[config.mk]
export PLATFORM = sky130hd
export DESIGN_NAME = alu_share_arbiter
export DESIGN_NICKNAME = d
export VERILOG_FILES = /design/src/rtl/alu_pkg.sv /design/src/rtl/rr_pick.sv /design/src/rtl/alu_share_arbiter.sv
export SDC_FILE = /design/constraint.sdc
export NUM_CORES = 1
export LEC_CHECK = 0
export CAP_MARGIN = 20
export CELL_PAD_IN_SITES_DETAIL_PLACEMENT = 1
export CELL_PAD_IN_SITES_GLOBAL_PLACEMENT = 1
export CORE_ASPECT_RATIO = 0.5
export CORE_MARGIN = 2
export CORE_UTILIZATION = 17
export CTS_BUF_LIST = sky130_fd_sc_hd__clkbuf_4 sky130_fd_sc_hd__clkbuf_8
export CTS_CLUSTER_DIAMETER = 80
export DETAILED_ROUTE_END_ITERATION = 10
export GPL_TIMING_DRIVEN = 0
export PLACE_DENSITY = 0.84
export SETUP_SLACK_MARGIN = 0.1
export SYNTH_ARGS = -nofsm -noshare
export SYNTH_HDL_FRONTEND = slang
export SYNTH_HIERARCHICAL = 1
export SYNTH_SLANG_ARGS = --single-unit
export TNS_END_PERCENT = 10
[constraint.sdc]
create_clock -name clk -period 2 [get_ports clk]
set_input_delay 0.4 -clock clk [delete_from_list [all_inputs] [get_ports clk]]
set_output_delay 0.4 -clock clk [all_outputs]
set_load 0.03 [all_outputs]
[src/rtl/alu_pkg.sv]
// ALU op codes and legality helper, shared by the ALU, its controller and
// the requester arbiter.
package alu_pkg;

    localparam int ALU_OP_W = 4;

    typedef enum logic [ALU_OP_W-1:0] {
        OP_AND = 4'b0000,
        OP_OR  = 4'b0001,
        OP_ADD = 4'b0010,
        OP_SUB = 4'b0011,
        OP_XOR = 4'b0100,
        OP_SRL = 4'b0101,
        OP_SLL = 4'b0110,
        OP_SRA = 4'b0111,
        OP_EQ  = 4'b1000,
        OP_LUI = 4'b1010,
        OP_SLT = 4'b1110
    } alu_op_t;

    function automatic logic is_legal_op(input logic [ALU_OP_W-1:0] op);
        case (op)
            OP_AND, OP_OR, OP_ADD, OP_SUB, OP_XOR, OP_SRL,
            OP_SLL, OP_SRA, OP_EQ, OP_LUI, OP_SLT: is_legal_op = 1'b1;
            default:                               is_legal_op = 1'b0;
        endcase
    endfunction

endpackage

[src/rtl/rr_pick.sv]
// Combinational round-robin pick: first valid requester at or after rr_ptr,
// returned both one-hot and encoded.
module rr_pick #(
    parameter int NREQ = 2,
    parameter int ID_W = 2
) (
    input  logic [NREQ-1:0] valid,
    input  logic [ID_W-1:0] rr_ptr,
    output logic [NREQ-1:0] grant,
    output logic [ID_W-1:0] idx
);

    // NOTE: every output gets a default before the loop so no latch is inferred.
    always_comb begin
        grant = '0;
        idx   = '0;
        // Walk from the farthest position inwards so the nearest valid wins.
        for (int i = NREQ - 1; i >= 0; i--) begin
            if (valid[(int'(rr_ptr) + i) % NREQ]) begin
                grant = '0;
                grant[(int'(rr_ptr) + i) % NREQ] = 1'b1;
                idx   = ID_W'((int'(rr_ptr) + i) % NREQ);
            end
        end
    end

endmodule

[src/rtl/alu_share_arbiter.sv]
// Round-robin sharing of one combinational ALU between NREQ requesters, with a
// one-entry registered result slot returned to the winner under backpressure.
module alu_share_arbiter
    import alu_pkg::*;
#(
    parameter int DATA_W = 32,
    parameter int NREQ   = 2,
    parameter int ID_W   = 2
) (
    input  logic                       clk,
    input  logic                       rst_n,
    input  logic                       flush_i,
    input  logic [NREQ-1:0]            req_valid_i,
    output logic [NREQ-1:0]            req_ready_o,
    input  logic [NREQ*DATA_W-1:0]     req_a_i,
    input  logic [NREQ*DATA_W-1:0]     req_b_i,
    input  logic [NREQ*ALU_OP_W-1:0]   req_op_i,
    output logic [DATA_W-1:0]          alu_a_o,
    output logic [DATA_W-1:0]          alu_b_o,
    output logic [ALU_OP_W-1:0]        alu_op_o,
    input  logic [DATA_W-1:0]          alu_result_i,
    output logic [NREQ-1:0]            rsp_valid_o,
    input  logic [NREQ-1:0]            rsp_ready_i,
    output logic [DATA_W-1:0]          rsp_result_o,
    output logic                       rsp_err_o
);

    typedef enum logic {EMPTY, FULL} slot_state_t;

    slot_state_t         state_q, state_d;
    logic [ID_W-1:0]     owner_q, rr_ptr_q, gnt_idx;
    logic [NREQ-1:0]     gnt;
    logic                drain, slot_free, accept;
    logic [ALU_OP_W-1:0] sel_op;

    rr_pick #(.NREQ(NREQ), .ID_W(ID_W)) u_pick (
        .valid  (req_valid_i),
        .rr_ptr (rr_ptr_q),
        .grant  (gnt),
        .idx    (gnt_idx)
    );

    // Only the owner's ready can drain the slot; other ready bits are ignored.
    assign drain       = (state_q == FULL) && rsp_ready_i[owner_q];
    assign slot_free   = (state_q == EMPTY) || drain;
    assign req_ready_o = (slot_free && !flush_i) ? gnt : '0;
    assign accept      = |(req_valid_i & req_ready_o);
    assign sel_op      = req_op_i[gnt_idx*ALU_OP_W +: ALU_OP_W];

    always_comb begin
        alu_a_o  = '0;
        alu_b_o  = '0;
        alu_op_o = OP_ADD;
        if (|gnt) begin
            alu_a_o  = req_a_i[gnt_idx*DATA_W +: DATA_W];
            alu_b_o  = req_b_i[gnt_idx*DATA_W +: DATA_W];
            alu_op_o = sel_op;
        end
    end

    always_comb begin
        state_d = state_q;
        if (flush_i) begin
            state_d = EMPTY;
        end else begin
            case (state_q)
                EMPTY:   if (accept)           state_d = FULL;
                FULL:    if (drain && !accept) state_d = EMPTY;
                default:                       state_d = EMPTY;
            endcase
        end
    end

    always_comb begin
        rsp_valid_o = '0;
        if (state_q == FULL) rsp_valid_o[owner_q] = 1'b1;
    end

    // NOTE: sequential state uses non-blocking assignments so every register
    // samples pre-edge values regardless of statement order.
    always_ff @(posedge clk or negedge rst_n) begin
        if (!rst_n) begin
            state_q      <= EMPTY;
            owner_q      <= '0;
            rr_ptr_q     <= '0;
            rsp_result_o <= '0;
            rsp_err_o    <= 1'b0;
        end else begin
            state_q <= state_d;
            if (accept) begin
                owner_q      <= gnt_idx;
                rr_ptr_q     <= (gnt_idx == ID_W'(NREQ - 1)) ? '0 : gnt_idx + 1'b1;
                // Illegal codes still reach the ALU but their result is masked.
                rsp_result_o <= is_legal_op(sel_op) ? alu_result_i : '0;
                rsp_err_o    <= !is_legal_op(sel_op);
            end
        end
    end

endmodule

==> impl_metrics.csv <==
group,metric,value,unit
outcome,status,"complete, but fails checks",
outcome,violations,"setup timing",
synthesis,avgSynthCellArea,8.30,um^2
sta,tns,-43770,ps
layout,nets,814,
setup_path,r2r_setup_slack,-450,ps
floorplan,chipHeight,92.8,um
placement,placed_area,0.00607,mm^2
setup_path,required,1600,ps
global_routing,grt_use_met1,21.8,%
cts,clk_latency,310,ps
sta,fin_crit,2520,ps
floorplan,rows,32,
setup_path,cp-start-kind,"flip-flop",
sta,clock_skew,19.4,ps
sta,drv_slew,0,
setup_path,rr_startpoint,"rr_ptr_q[0]",
detailed_routing,drt_iter0_markers,145,
global_routing,grt_max_degree,38,
cts,clk_pin_slew,100,ps
layout,utilization,47.4,%
detailed_routing,vias_per_cell,4.60,
floorplan,start_util,17.4,%
floorplan,num_io_pins,280,
sta,finalHoldViolations,0,
detailed_routing,drc_errors,0,
cts,cts-root-buf,"clkbuf_8",
setup_path,cp_max_fo,10,
cts,cts_made_buffers,5,
floorplan,die_w,182,um
global_routing,busiest_layer,"met2",
synthesis,syn-num-nets,498,
detailed_routing,wl_per_cell,23.5,um
placement,gp_congestion,0.852,
detailed_routing,drt_wl_total,19800,um
layout,area_growth,173,%
sta,whs,216,ps
power_and_ir_drop,total_power,5460,uW
global_routing,globalRouteMet2Util,41.1,%
global_routing,grt_pass1_vias,4303,
layout,final_cell_mix,"204 x clkdlybuf4s50_1, 39 x buf_6, 37 x dfrtp_1",
global_routing,grt_overflow,0,
flow_run,maxCapViolCount,0,
synthesis,syn_area,0.00268,mm^2
cts,htree_num_levels,2,
detailed_routing,final_antenna_net_count,0,
synthesis,yosys_warnings,6,
placement,dp_hpwl,12000,um
cts,cts_tree,"built",
global_routing,track_usage,20.8,%
synthesis,netlist_instances,323,
layout,drive_gt1_share,41.6,%
sta,post-route-period-util,126,%
power_and_ir_drop,cellLeakagePower,0.00298,uW
layout,fin_area,0.00731,mm^2
detailed_routing,via_count,3882,
sta,slew_headroom,39.2,%
global_routing,antenna_found_initial,0,
sta,setup_slack,-520,ps
setup_path,endpoint_kind,"output port",
global_routing,grt_pass1_wl,26300,um
cts,cts_sinks,37,
setup_path,worstSetupPathType,"reg2out",
placement,portBuffers,279,
setup_path,reg2reg_to,"rsp_result_o[24]",
power_and_ir_drop,cellPowerDensity,748,mW/mm^2
global_routing,use_met3,3.58,%
sta,rsz0062_at_grt,"yes",
power_and_ir_drop,vdd_drop_max,359,uV
min_path,min_path_type,"in2async",
sta,max_freq,0.397,GHz
cts,cts.path.max_buffers,2,
layout,final_common_cell,"clkdlybuf4s50_1",
layout,diodes,0,
floorplan,die-area,0.0168,mm^2
setup_path,worstRegToRegCells,10,
detailed_routing,firstDrtPassIters,4,
cts,hold_buffers,0,
floorplan,core,0.0154,mm^2
sta,setup_viol,106,
sta,worst_pin_slew,912,ps
setup_path,worstPathArrival,2120,ps
area by class of cell:
class                      instances  area, um^2
sequential                        37         926
fill                            1644        8110
inverter                          34         128
timing repair buffer             310        3230
tap                              204         255
buffer                            27         385
clock buffer                       5        68.8
multi-input combinational        224        2300
clock inverter                     3        22.5
per-stage QoR:
| stage | cells | worst slack [ps] |
|---|---|---|
| 2_1_floorplan | 323 | 47.6 |
| 3_3_place_gp | 806 | -1390 |
| 3_5_place_dp | 806 | -1390 |
| 4_1_cts | 830 | -433 |
| 5_1_grt | 844 | -561 |
| 6_report | 844 | -520 |
worst max-delay path, cell delays in order, from the launching register on:
cell	delay (ps)
dfrtp_1	440
inv_2	80
a21boi_4	230
buf_6	150
buf_12	140
buf_8	170
mux2i_2	260
nor2_2	60
clkdlybuf4s15_2	280
worst max path at each step:
stage                     slack [ps]          end  cells past startpoint            from
after floorplan                   50  alu_b_o[10]                      6  req_valid_i[1]
after global placement         -1390  alu_op_o[1]                      8  req_valid_i[1]
after detailed placement       -1390  alu_op_o[1]                      8  req_valid_i[1]
after CTS                       -430  alu_a_o[11]                      8     rr_ptr_q[0]
after global routing            -560  alu_a_o[31]                      8     rr_ptr_q[0]
final                           -520  alu_a_o[30]                      8     rr_ptr_q[0]
per-layer routing:
layer / share of wire (%) / vias to the layer above / wire, um
met5: 0 / - / 0
met4: 5.4 / 0 / 1070
met3: 4.1 / 66 / 804
met2: 54 / 175 / 10800
met1: 36 / 1929 / 7160
li1: - / 1712 / -
registers in the layout, summed over array words and instances (netlist names):
register	count
rr_ptr_q	1
owner_q	2
state_q	1
rsp_err_o	1
rsp_result_o	32
power by group:
| group | internal [uW] | switching (uW) | total [uW] |
|---|---|---|---|
| clock network | 248 | 319 | 566 |
| logic | 1770 | 1960 | 3730 |
| registers | 986 | 186 | 1170 |
| total | 3000 | 2460 | 5460 |
what timing repair did:
action                                  4_1_cts  5_1_grt
pin swaps                                    21       11
resized for setup                           415      121
endpoints found under the setup margin      108      107
cloned                                        7        0
buffers inserted                             10       15
Power figures use the tool's default switching activity.
